$ cat src/rtl/fetch_unit.sv
// Instruction-fetch stage: PC register, imem request/ack handshake and IF/ID register.
// Optional FETCH_SKID_EN keeps a stall-time ack in a skid buffer instead of refetching it.
module fetch_unit #(
    parameter logic [15:0] RESET_PC = 16'h0000,
    parameter logic [3:0]  HALT_OPC = 4'hF
) (
    input  logic        clk,
    input  logic        rst,
    input  logic [15:0] next_pc,
    input  logic        branch_taken,
    input  logic        stall,
    output logic        imem_req,
    output logic [15:0] imem_addr,
    input  logic        imem_ack,
    input  logic [15:0] imem_data,
    output logic [15:0] pc,
    output logic [15:0] ifid_instr,
    output logic [15:0] ifid_pc_plus2,
    output logic        ifid_valid,
    output logic        halted
);

`ifdef FETCH_SKID_EN
    typedef enum logic [1:0] {S_FETCH, S_DRAIN, S_HOLD, S_HALTED} state_t;
`else
    typedef enum logic [1:0] {S_FETCH, S_DRAIN, S_RETRY, S_HALTED} state_t;
`endif

    state_t      state_q, state_d;
    logic [15:0] pc_q, pc_d;
    logic [15:0] req_addr_q, req_addr_d;
    logic [15:0] instr_q, instr_d;
    logic [15:0] pc2_q, pc2_d;
    logic        valid_q, valid_d;
`ifdef FETCH_SKID_EN
    logic [15:0] skid_instr_q, skid_instr_d;
    logic [15:0] skid_pc2_q, skid_pc2_d;
`endif

    always_comb begin
        state_d  = state_q;
        pc_d     = pc_q;
        instr_d  = instr_q;
        pc2_d    = pc2_q;
        valid_d  = valid_q;
`ifdef FETCH_SKID_EN
        skid_instr_d = skid_instr_q;
        skid_pc2_d   = skid_pc2_q;
`endif
        imem_req = 1'b0;
        halted   = 1'b0;

        unique case (state_q)
            S_FETCH: begin
                imem_req = 1'b1;
                if (branch_taken) begin
                    pc_d    = next_pc;
                    valid_d = 1'b0;
                    state_d = imem_ack ? S_FETCH : S_DRAIN;
                end else if (imem_ack && stall) begin
`ifdef FETCH_SKID_EN
                    skid_instr_d = imem_data;
                    skid_pc2_d   = req_addr_q + 16'd2;
                    state_d      = S_HOLD;
`else
                    state_d      = S_RETRY;
`endif
                end else if (imem_ack) begin
                    instr_d = imem_data;
                    pc2_d   = req_addr_q + 16'd2;
                    valid_d = 1'b1;
                    pc_d    = next_pc;
                    if (imem_data[15:12] == HALT_OPC) begin
                        state_d = S_HALTED;
                    end
                end else if (!stall) begin
                    // ID took the previous instruction and nothing new arrived: bubble
                    valid_d = 1'b0;
                end
            end
            S_DRAIN: begin
                imem_req = 1'b1;
                if (branch_taken) begin
                    pc_d = next_pc;
                end
                if (imem_ack) begin
                    state_d = S_FETCH;
                end
            end
`ifdef FETCH_SKID_EN
            S_HOLD: begin
                if (branch_taken) begin
                    pc_d    = next_pc;
                    valid_d = 1'b0;
                    state_d = S_FETCH;
                end else if (!stall) begin
                    instr_d = skid_instr_q;
                    pc2_d   = skid_pc2_q;
                    valid_d = 1'b1;
                    pc_d    = next_pc;
                    state_d = (skid_instr_q[15:12] == HALT_OPC) ? S_HALTED : S_FETCH;
                end
            end
`else
            S_RETRY: begin
                if (branch_taken) begin
                    pc_d    = next_pc;
                    valid_d = 1'b0;
                    state_d = S_FETCH;
                end else if (!stall) begin
                    valid_d = 1'b0;
                    state_d = S_FETCH;
                end
            end
`endif
            S_HALTED: begin
                halted = 1'b1;
                if (branch_taken) begin
                    pc_d    = next_pc;
                    valid_d = 1'b0;
                    state_d = S_FETCH;
                end
            end
            default: begin
                state_d = S_FETCH;
            end
        endcase

        // A fresh request latches the PC it will fetch; an outstanding one keeps its address
        if (state_d == S_FETCH && !(state_q == S_FETCH && !imem_ack)) begin
            req_addr_d = pc_d;
        end else begin
            req_addr_d = req_addr_q;
        end
    end

    always_ff @(posedge clk or posedge rst) begin
        if (rst) begin
            state_q    <= S_FETCH;
            pc_q       <= RESET_PC;
            req_addr_q <= RESET_PC;
            instr_q    <= 16'h0000;
            pc2_q      <= 16'h0000;
            valid_q    <= 1'b0;
`ifdef FETCH_SKID_EN
            skid_instr_q <= 16'h0000;
            skid_pc2_q   <= 16'h0000;
`endif
        end else begin
            state_q    <= state_d;
            pc_q       <= pc_d;
            req_addr_q <= req_addr_d;
            instr_q    <= instr_d;
            pc2_q      <= pc2_d;
            valid_q    <= valid_d;
`ifdef FETCH_SKID_EN
            skid_instr_q <= skid_instr_d;
            skid_pc2_q   <= skid_pc2_d;
`endif
        end
    end

    assign imem_addr     = req_addr_q;
    assign pc            = pc_q;
    assign ifid_instr    = instr_q;
    assign ifid_pc_plus2 = pc2_q;
    assign ifid_valid    = valid_q;

endmodule
$ cat config.mk
export PLATFORM = sky130hd
export DESIGN_NAME = fetch_unit
export DESIGN_NICKNAME = d
export VERILOG_FILES = /design/src/rtl/fetch_unit.sv
export SDC_FILE = /design/constraint.sdc
export NUM_CORES = 1
export LEC_CHECK = 0
export ABC_AREA = 1
export CORE_MARGIN = 2
export CORE_UTILIZATION = 30
export DETAILED_ROUTE_END_ITERATION = 7
export MAX_ROUTING_LAYER = met4
export PLACE_DENSITY_LB_ADDON = 0.12
export SYNTH_ARGS = -nofsm -noshare
export SYNTH_HDL_FRONTEND = slang
export SYNTH_SLANG_ARGS = --single-unit
$ cat constraint.sdc
create_clock -name clk -period 2.4 [get_ports clk]
set_input_delay 0.48 -clock clk [delete_from_list [all_inputs] [get_ports clk]]
set_output_delay 0.48 -clock clk [all_outputs]
set_load 0.05 [all_outputs]
======== After elaboration in Yosys (flattened, before gate mapping) ========
Cells that the tools add are included.
operators by class
  reductions and logical operators ........ 12
  bitwise logic cells ..................... 2
  equality and inequality tests ........... 6
  muxes and demuxes ....................... 24
  add/sub/neg operators ................... 1
operators with widths
  operator                                              number
  2-to-1 mux 16 bit                                     4
  one-hot mux 16 bit (2 select lines)                   1
  adder 16 x 2 -> 16 bit (second input constant)        1
  2-to-1 mux 2 bit                                      8
  2-to-1 mux 1 bit                                      9
  one-hot mux 2 bit (4 select lines)                    1
  equality test 2 bit (second input constant)           2
  equality test 4 bit (second input constant)           1
  logical NOT 2 bit                                     2
  AND reduction 4 bit                                   1
  logical AND 1 bit                                     3
  inequality test 3 bit (second input constant)         1
  one-hot mux 1 bit (3 select lines)                    1
  AND reduction 3 bit                                   1
  nonzero test 3 bit                                    1
  OR reduction 3 bit                                    1
  equality test 2 x 1 -> 1 bit (second input constant)  1
  logical NOT 1 bit                                     2
  inequality test 2 bit (second input constant)         1
  NOT 1 bit                                             2
  OR reduction 2 bit                                    1
word-level totals
  output and inout port bits .............. 67
  input port bits ......................... 37
  word-level logic and storage cells ...... 51
  register bits ........................... 67

======== Logic depth before layout (Yosys ltp) ========
Gate-level depths: netlist of run 1.
  depth after elaboration ................. 8
  depth in mapped cells ................... 10
  gate-level depth less buffers ........... 8

======== Worst setup path after synthesis of run 1 ========
Ideal clock, no wire load.
  path kind ............................... flip-flop to flip-flop
  from .................................... register req_addr_q[1], in the netlist imem_addr[1]
  to ...................................... register pc2_q[15], in the netlist ifid_pc_plus2[15]
  slack ................................... 0.768 ns
  buffers on the path ..................... 0
  cell stages (with the launch flop) ...... 9
  data required time ...................... 2.282 ns
  period minus slack after synthesis ...... 1.632 ns
  arrival ................................. 1.514 ns
  setup time .............................. 0.118 ns
  cells stage by stage .................... dfrtp_1 ha_1 nand3_1 nor2_1 nand3_1 nand2_1 nand2_1 nand2_1 nand2_1
between the ends
  word-level cells in the longest chain between the ends .. 1
RTL lines
  what                      RTL line  text
  start: declaration        31        logic [15:0] req_addr_q, req_addr_d;
  start signal: assignment  152       req_addr_q <= req_addr_d;
  adder 16 x 2 -> 16 bit    70        pc2_d = req_addr_q + 16'd2;
  end signal: assignment    154       pc2_q <= pc2_d;
  end: declaration          33        logic [15:0] pc2_q, pc2_d;
Every way passes these cells.
A chain may end at the register's enable or synchronous reset.

======== Final worst setup path of run 1 ========
  from .................................... register state_q[1]
  to ...................................... output halted
between the ends
  word-level cells in the longest chain between the ends .. 2
RTL lines
  what                      RTL line  text
  start: declaration        29        state_t state_q, state_d;
  start signal: assignment  150       state_q <= state_d;
  equality test 2 bit       53        unique case (state_q)
  2-to-1 mux 1 bit          53
  end: declaration          20        output logic halted
Every way passes these cells.

==> results by group, run 1 <==
Status
  • Status: completed

STA
  • Pins Over Slew Limit: 0
  • RSZ-0062 raised after global routing: false
  • Fin crit period: 2280 ps
  • Clk_skew: 6.69 ps
  • Final hold slack: 468 ps
  • Final setup vio count: 0
  • Max transition margin: 59.5%
  • Final worst slack: 116 ps
  • Period utilization: 95.2%
  • Maximum clock rate: 438 MHz
  • Final hold violations: 0
  • Setup TNS: 0 ps
  • Least-Margin Pin Slew: 606 ps

Critical path
  • CP max stage delay: 790 ps
  • Crit-path cells: nand2_1, inv_1, clkdlybuf4s50_1
  • Critical Path RT: 1920 ps
  • Critical path data arrival time: 1800 ps
  • FF-to-FF Start: state_q[1]
  • Kind of critical path: reg -> out
  • Setup crit start: state_q[1]
  • FF-to-FF End: ifid_pc_plus2[5]
  • Reg2reg path depth: 7
  • CP Capture Type: output port
  • Largest delay contributor family on the critical path: buffers and inverters
  • R2R setup slack: 680 ps
  • WP buf/inv: 2
  • CP Depth: 3
  • Worst Setup EP: halted
  • Worst path slowest cell: clkdlybuf4s50_1
  • Crit-path max FO: 5
  • CP startpoint kind: register

Run
  • Max-cap violation count: 0

Logic synthesis
  • Post-synthesis sequential area ratio: 48.3%
  • Synthesized area per cell: 7.72 sq um
  • Yosys cell types: 29
  • Synthesized area: 3470 sq um
  • Post-Syn Instances: 450
  • Ys Warns: 0
  • Synth Register Bits: 67
  • Syn Nets: 488

Global route
  • Largest net degree at the start of global routing: 41
  • Initial antenna violation count: 0
  • Number of global-route vias before repair: 3109
  • Gr usage total: 16.2%
  • First-pass GRT wire length: 16000 microns
  • Gr ovfl total: 0

Clock network
  • Clock buffer depth: 2
  • H-tree depth: 3
  • TritonCTS buffer count: 9
  • Number of clock sinks: 67
  • Clk root buf: clkbuf_16
  • CTS tree: built
  • Postcts setup bufs: 0
  • Hold-fix buffers, CTS: 0
  • Worst-Skew Late Latency: 320 ps
  • Cts repair resizes: 0
  • Reg clk slew, reported paths: 60 ps

Place
  • RD Place Congestion: 0.778
  • IO buf count: 103
  • DP Worst Slack: 133 ps
  • Post-DP HPWL: 6760 microns
  • Post-DP Area: 4650 sq um

Drt
  • Via count: 3155
  • Initial DRC count: 190
  • Post-Route WL: 9450 microns
  • Vias/cell: 4.51
  • Residual DRC: 0
  • 1st-pass router iterations: 4
  • Wire per inst: 13.5 microns
  • ANT nets after route: 0

Cells and area
  • Ratio of cells with drive above 1 in the final layout: 6.82%
  • Antenna Cells: 0
  • Total Nets Final: 590
  • Layout area overhead: 42.8%
  • Fin area: 4960 sq um
  • Most common cell after layout, fill and taps aside: nand2_1
  • Commonest non-fill, non-tap cells in the layout: 177 x nand2_1, 103 x clkdlybuf4s50_1, 67 x dfrtp_1

Floorplan
  • Row count: 39
  • Die width: 112 microns
  • Die area: 12500 sq um
  • Core area: 11400 sq um
  • I/O Pins: 104
  • Die Height: 112 microns
  • Starting Density: 30.5%

Power and ir drop
  • Combinational share of power: 47.2%
  • Max VDD drop: 0.529 mV
  • Pleak: 2.43 nW
  • Clock Power Share: 23.2%
  • Sw Pwr: 2.62 mW
  • Sequential share of power: 29.5%
  • Sw Ratio: 44.5%
  • Internal Power: 3.27 mW
  • Power per Cell Area: 1190 nW/um^2

Worst hold path
  • Hold Crit Class: reg -> reg
==> final cells by class <==
cell class	count	area (sq um)
well taps	143	179
multi-input cells	320	1510
fillers	1191	6410
clock inverters	4	47.5
clock buffers	12	267
flip-flops and latches	67	1680
repair buffers	111	1120
inverters	43	161
==> metrics by stage <==
stage	std cells	utilization [%]	total power, mW
2_1_floorplan	450	-	3.58
3_3_place_gp	684	40.9	4.55
3_5_place_dp	684	40.9	4.56
4_1_cts	700	43.6	5.96
5_1_grt	700	43.6	6.22
6_report	700	43.6	5.89
==> cells in the mapped netlist <==
library cell / instances / area [sq um]
a21oi_1: 18 / 90.1
a22oi_1: 1 / 7.51
a31oi_1: 2 / 12.5
buf_1: 1 / 3.75
buf_2: 8 / 40.0
buf_4: 7 / 52.6
buf_8: 1 / 15.0
clkbuf_1: 3 / 11.3
dfrtp_1: 67 / 1680
ha_1: 1 / 12.5
inv_1: 39 / 146
inv_2: 4 / 15.0
nand2_1: 177 / 664
nand2_2: 3 / 18.8
nand2_4: 1 / 11.3
nand3_1: 27 / 135
nand3_2: 1 / 10.0
nand3_4: 1 / 17.5
nand3b_1: 15 / 113
nand4_1: 5 / 31.3
nor2_1: 20 / 75.1
nor2_2: 1 / 6.26
nor2_4: 1 / 11.3
nor2_8: 1 / 20.0
o21ai_0: 22 / 110
o21ai_1: 4 / 20.0
o21bai_1: 16 / 120
xnor2_1: 1 / 8.76
xor2_1: 2 / 17.5
==> routing by layer <==
layer / global-route usage, % / part of all wire [%] / up-vias
met3: 3.10 / 4.4 / 11
met2: 23.4 / 42 / 95
li1: - / - / 1637
met5: - / 0 / -
met4: 4.44 / 1.1 / 0
met1: 23.4 / 52 / 1412
==> worst reg2reg max path: stages (launching register included) <==
cell     delay (ps)
dfrtp_1         470
nor2_4          290
nand2_1         130
nor2_2          150
inv_2           270
nor2_1          180
o21ai_0         100
nand2_1          60
==> how the worst min path moves through the flow <==
stage	start	slack (ps)	cells after the start	to
6_report	ifid_instr[0]	470	2	ifid_instr[0]
5_1_grt	ifid_instr[0]	490	2	ifid_instr[0]
4_1_cts	ifid_instr[14]	470	2	ifid_instr[14]
3_5_place_dp	ifid_instr[14]	460	2	ifid_instr[14]
3_3_place_gp	ifid_pc_plus2[2]	450	2	ifid_pc_plus2[2]
2_1_floorplan	stall	590	1	state_q[0]
==> registers in the layout, summed over array words and instances (netlist names) <==
signal         cells
ifid_valid         1
state_q            2
ifid_pc_plus2     16
ifid_instr        16
pc                16
imem_addr         16
==> logic make-up after synthesis <==
family | synth area share [%]
compound gates | 10.4
simple gates | 32.1
xor+xnor | 0.757
flops | 48.3
fa+ha+maj | 0.360
buf+inv | 8.18
==> power by group through the flow <==
stage | logic, mW | clock network [mW] | registers [mW]
after CTS | 2.81 | 1.40 | 1.75
after global routing | 2.97 | 1.45 | 1.80
after global placement | 2.79 | 0 | 1.76
after floorplan | 0.671 | 0 | 2.91
after detailed placement | 2.80 | 0 | 1.76
final | 2.78 | 1.37 | 1.74
No activity file was read; power rests on OpenSTA's default activity.
==> run 2: changes to the inputs <==
--- a/config.mk
+++ b/config.mk
@@ -6,11 +6,11 @@
 export NUM_CORES = 1
 export LEC_CHECK = 0
 export ABC_AREA = 1
-export CORE_MARGIN = 2
 export CORE_UTILIZATION = 30
 export DETAILED_ROUTE_END_ITERATION = 7
 export MAX_ROUTING_LAYER = met4
 export PLACE_DENSITY_LB_ADDON = 0.12
+export RECOVER_POWER = 100
 export SYNTH_ARGS = -nofsm -noshare
 export SYNTH_HDL_FRONTEND = slang
 export SYNTH_SLANG_ARGS = --single-unit
==> results by group, run 2 (synthesis gave the netlist of run 1 again) <==
Status
  • Status: completed

Clock network
  • CTS tree: built
  • Reg clk slew, reported paths: 50 ps (about the same)
  • Cts repair resizes: 0 (unchanged)
  • Postcts setup bufs: 0 (unchanged)
  • Clock buffer depth: 2 (unchanged)
  • Worst-Skew Late Latency: 330 ps (about the same)
  • TritonCTS buffer count: 9 (unchanged)
  • Number of clock sinks: 67 (unchanged)
  • Clk root buf: clkbuf_16
  • H-tree depth: 3 (unchanged)
  • Hold-fix buffers, CTS: 0 (unchanged)

STA
  • Setup TNS: 0 ps (unchanged)
  • Clk_skew: 10.3 ps (+3.63 ps)
  • Maximum clock rate: 437 MHz (-0.26%)
  • Period utilization: 95.4% (+0.25 points)
  • RSZ-0062 raised after global routing: false
  • Max transition margin: 29.8% (-30 points)
  • Fin crit period: 2290 ps (+5.89 ps)
  • Final hold violations: 0 (unchanged)
  • Final setup vio count: 0 (unchanged)
  • Least-Margin Pin Slew: 1050 ps (+446 ps)
  • Pins Over Slew Limit: 0 (unchanged)

Floorplan
  • Starting Density: 31.4% (+0.80 points)
  • Die width: 110 microns (-1.8%)
  • I/O Pins: 104 (unchanged)
  • Die area: 12000 sq um (-3.6%)
  • Die Height: 110 microns (-1.8%)
  • Row count: 38 (-2.6%)
  • Core area: 11100 sq um (-2.6%)

Power and ir drop
  • Total Power: 5.71 mW (-3.1%)
  • Power per Cell Area: 1170 nW/um^2 (-1.9%)
  • Pleak: 2.47 nW (+1.9%)
  • Max VDD drop: 0.439 mV (-17%)

Worst hold path
  • Hold Startpoint: ifid_instr[15]
  • Hold Crit Depth: 2 (unchanged)
  • Hold Crit Endpoint: ifid_instr[15]
  • Hold Crit Class: reg -> reg

Drt
  • Vias/cell: 4.60 (+2.0%)
  • 1st-pass router iterations: 4 (unchanged)
  • Wire per inst: 13.4 microns (-0.76%)
  • Initial DRC count: 114 (-40%)
  • Post-Route WL: 9330 microns (-1.3%)
  • ANT nets after route: 0 (unchanged)
  • Residual DRC: 0 (unchanged)
  • Via count: 3199 (+1.4%)

Cells and area
  • Ratio of cells with drive above 1 in the final layout: 5.76% (-1.1 points)
  • Layout area overhead: 41.0%
  • Fillcell total: 1140 (-4.3%)
  • Most common cell after layout, fill and taps aside: nand2_1
  • Total Nets Final: 590 (unchanged)
  • Antenna Cells: 0 (unchanged)
  • Commonest non-fill, non-tap cells in the layout: 178 x nand2_1, 68 x dlygate4sd3_1, 67 x dfrtp_1

Critical path
  • Crit-path max FO: 5 (unchanged)
  • R2R setup slack: 480 ps (-200 ps)
  • CP Capture Type: output port
  • FF-to-FF Start: state_q[1]
  • FF-to-FF End: ifid_pc_plus2[7]
  • Kind of critical path: reg -> out
  • Reg2reg path depth: 5 (-2)
  • Critical path data arrival time: 1810 ps (about the same)
  • Critical Path RT: 1920 ps (about the same)
  • CP startpoint kind: register

Global route
  • Number of global-route vias before repair: 3003 (-3.4%)
  • Initial antenna violation count: 0 (unchanged)
  • Gr ovfl total: 0 (unchanged)
  • First-pass GRT wire length: 14800 microns (-7.3%)
  • Largest net degree at the start of global routing: 37 (-9.8%)
  • Gr usage total: 16.6% (+0.39 points)

Run
  • Max-cap violation count: 0 (unchanged)

Place
  • RD Place Congestion: 0.826 (+6.2%)
  • IO buf count: 103 (unchanged)
  • Post-DP HPWL: 6730 microns (-0.42%)
[run 2: worst max path at each step]
stage	slack [ps]	from	depth (start not counted)	endpoint
2_1_floorplan	240	rst	1	ifid_instr[0]
3_3_place_gp	230	imem_ack	8	ifid_pc_plus2[9]
3_5_place_dp	180	branch_taken	9	imem_addr[10]
4_1_cts	100	state_q[1]	3	halted
5_1_grt	30	state_q[1]	3	halted
6_report	110	state_q[1]	2	imem_req
[run 2: stage by stage]
stage,instance area [sq um],hold slack [ps],instances,setup WS (ps),util (%)
6_report,4900,463,696,110,44.2
5_1_grt,4900,487,696,33.1,44.2
4_1_cts,4940,472,696,105,44.6
3_5_place_dp,4640,459,681,175,41.9
3_3_place_gp,4640,453,681,233,41.9
2_1_floorplan,3470,588,450,237,-
[run 2: area by class of cell]
type                    count  area, sq um  share of cell area (%)
clock inverters             4         50.0                    1.02
inverters                  43          161                    3.30
flip-flops and latches     67         1680                    34.2
repair buffers            111         1080                    22.1
clock buffers              11          253                    5.16
well taps                 140          175                    3.58
multi-input cells         320         1500                    30.6
[run 2: worst max-delay path, stage by stage (launching register included)]
cell	delay, ps
dfrtp_1	470
inv_2	140
dlygate4sd3_1	880
[run 2: power by group]
group          internal [mW]  total [mW]  switching, mW
Combinational          0.783        2.64           1.86
Sequential              1.47        1.73          0.261
Clock                  0.853        1.33          0.481
Total                   3.11        5.71           2.60
[run 2: per-layer routing]
metal | share of wire (%) | global-route usage [%]
met5 | 0 | -
met2 | 41 | 23.0
met4 | 2.0 | 6.76
met1 | 51 | 23.6
met3 | 6.2 | 3.26
==> run 3: changes to the inputs <==
--- a/config.mk
+++ b/config.mk
@@ -11,6 +11,7 @@
 export MAX_ROUTING_LAYER = met4
 export PLACE_DENSITY_LB_ADDON = 0.12
 export RECOVER_POWER = 100
+export SKIP_CTS_REPAIR_TIMING = 1
 export SYNTH_ARGS = -nofsm -noshare
 export SYNTH_HDL_FRONTEND = slang
 export SYNTH_SLANG_ARGS = --single-unit
==> constraint.sdc (replaced) <==
create_clock -name clk -period 2.8 [get_ports clk]
set_input_delay 0.56 -clock clk [delete_from_list [all_inputs] [get_ports clk]]
set_output_delay 0.56 -clock clk [all_outputs]
set_load 0.05 [all_outputs]
==> results by group, run 3 (synthesis gave the netlist of run 1 again) <==
Clock network
  • Worst-Skew Late Latency: 330 ps (about the same)
  • Clk root buf: clkbuf_16
  • Reg clk slew, reported paths: 50 ps (about the same)
  • H-tree depth: 3 (unchanged)
  • CTS tree: built
  • Number of clock sinks: 67 (unchanged)
  • TritonCTS buffer count: 9 (unchanged)
  • Clock buffer depth: 2 (unchanged)

Cells and area
  • Total Nets Final: 591 (+0.17%)
  • Commonest non-fill, non-tap cells in the layout: 178 x nand2_1, 70 x dlygate4sd3_1, 67 x dfrtp_1
  • Most common cell after layout, fill and taps aside: nand2_1
  • Seq. cell area: 1680 sq um (unchanged)
  • Area of the multi-input gates: 1510 sq um (+0.58%)
  • Fillcell total: 1146 (+0.53%)
  • Post-layout util: 44.7% (+0.51 points)
  • Layout area overhead: 42.7%
  • Non-Filler Instances: 698 (+0.29%)
  • Antenna Cells: 0 (unchanged)
  • Ratio of cells with drive above 1 in the final layout: 5.56% (-0.20 points)

STA
  • Setup TNS: 0 ps (unchanged)
  • Final setup vio count: 0 (unchanged)
  • Pins Over Slew Limit: 0 (unchanged)
  • Maximum clock rate: 409 MHz
  • Period utilization: 87.3%
  • Max transition margin: 30.7% (+0.94 points)
  • Final hold violations: 0 (unchanged)
  • Final hold slack: 465 ps (+1.85 ps)
  • RSZ-0062 raised after global routing: false
  • Fin crit period: 2440 ps
  • Least-Margin Pin Slew: 1040 ps (-14.1 ps)
  • Clk_skew: 11.5 ps (+1.20 ps)

Drt
  • Post-Route WL: 9260 microns (-0.79%)
  • Wire per inst: 13.3 microns (-1.1%)
  • Residual DRC: 0 (unchanged)
  • ANT nets after route: 0 (unchanged)
  • Vias/cell: 4.58 (-0.26%)
  • Via count: 3200 (+0.031%)
  • Initial DRC count: 114 (unchanged)
  • 1st-pass router iterations: 5 (+1)

Power and ir drop
  • Clock Power Share: 25.9% (+2.5 points)
  • Sw Ratio: 44.1% (-1.5 points)
  • Pleak: 2.51 nW (+1.3%)
  • Sw Pwr: 2.23 mW (-14%)
  • Internal Power: 2.83 mW (-9.0%)
  • Total Power: 5.05 mW (-11%)
  • Combinational share of power: 44.7% (-1.6 points)
  • Power per Cell Area: 1020 nW/um^2 (-12%)
  • Max VDD drop: 0.409 mV (-6.8%)
  • Sequential share of power: 29.3% (-1.0 points)

Critical path
  • CP Capture Type: output port
  • Crit-path cells: nand2_1, inv_1, dlygate4sd3_1
  • Kind of critical path: reg -> out
  • Critical path data arrival time: 1880 ps (+70 ps)
  • Worst path slowest cell: dlygate4sd3_1
  • Crit-path max FO: 5 (unchanged)
  • Critical Path RT: 2240 ps (+320 ps)
  • CP startpoint kind: register
  • CP max stage delay: 870 ps (about the same)

Place
  • Post-DP HPWL: 6660 microns (-0.98%)
  • RD Place Congestion: 0.837 (+1.4%)
  • Placed Cells: 682 (+0.15%)
  • IO buf count: 103 (unchanged)

Worst hold path
  • Hold Crit Class: reg -> reg

Global route
  • Number of global-route vias before repair: 3173 (+5.7%)
  • GR Util met3: 3.56% (+0.30 points)
  • Gr usage total: 16.9% (+0.29 points)
  • Initial antenna violation count: 0 (unchanged)
  • Met2 usage: 25.0% (+2.1 points)
  • GRT met1 Usage: 22.9% (-0.67 points)
  • First-pass GRT wire length: 15100 microns (+2.3%)
  • Busiest grt layer: met2
  • Gr ovfl total: 0 (unchanged)
  • Largest net degree at the start of global routing: 37 (unchanged)

Floorplan
  • Core area: 11100 sq um (unchanged)
  • Die width: 110 microns (unchanged)
  • Die area: 12000 sq um (unchanged)
  • Die Height: 110 microns (unchanged)
  • Row count: 38 (unchanged)
  • I/O Pins: 104 (unchanged)
  • Starting Density: 31.4% (unchanged)

Status
  • Status: completed

Run
  • Max-cap violation count: 0 (unchanged)
[run 3: cell count changes in the layout (fill, tap and decap cells not counted), moves of 2 or more]
cell	previous run	this run
clkdlybuf4s50_1	35	33
bufinv_16	1	3
clkinvlp_4	2	0
clkinv_4	0	2
dlygate4sd3_1	68	70
clkbuf_1	0	3
[run 3: area by class of cell]
class,count,area share (%)
Clock buffer,10,4.82
Clock inverter,6,2.27
Inverter,43,3.26
Multi-Input combinational cell,320,30.4
Sequential cell,67,33.8
Tap cell,140,3.54
Timing Repair Buffer,112,21.8
[run 3: power groups by stage]
stage	Clock, mW	Combinational [mW]	Sequential, mW
after CTS	1.34	2.40	1.50
final	1.31	2.26	1.48
after global placement	0	2.39	1.51
after global routing	1.38	2.43	1.53
after floorplan	0	0.575	2.49
after detailed placement	0	2.39	1.51
[run 3: through the flow]
stage          setup slack, ps  cell area, sq um
2_1_floorplan              557              3470
3_3_place_gp               555              4640
3_5_place_dp               481              4640
4_1_cts                    407              4990
5_1_grt                    246              4950
6_report                   356              4950
[run 3: worst paths after layout]
kind                          startpoint               end  slack, ps  cells past startpoint
max                           state_q[1]            halted        360                      3
min                        ifid_instr[9]     ifid_instr[9]        460                      2
min reg2reg                ifid_instr[9]     ifid_instr[9]        460                      2
min in group asynchronous            rst    ifid_instr[10]        940                      2
max reg2reg                   state_q[1]  ifid_pc_plus2[7]        920                      5
max in group asynchronous            rst            pc[13]        650                      3
[run 3: layer usage]
| layer | share of wire, % | wire length (microns) | vias to the layer above |
|---|---|---|---|
| met5 | 0 | 0 | - |
| met4 | 1.4 | 127 | 0 |
| met3 | 5.5 | 509 | 10 |
| met2 | 42 | 3900 | 101 |
| met1 | 51 | 4720 | 1451 |
| li1 | - | - | 1638 |
[run 3: worst max-delay path, delay by kind of cell (launching register included)]
kind | cells | cell delay (ps)
buffers and inverters | 2 | 930
DFF | 1 | 500
and+or+nand+nor | 1 | 140
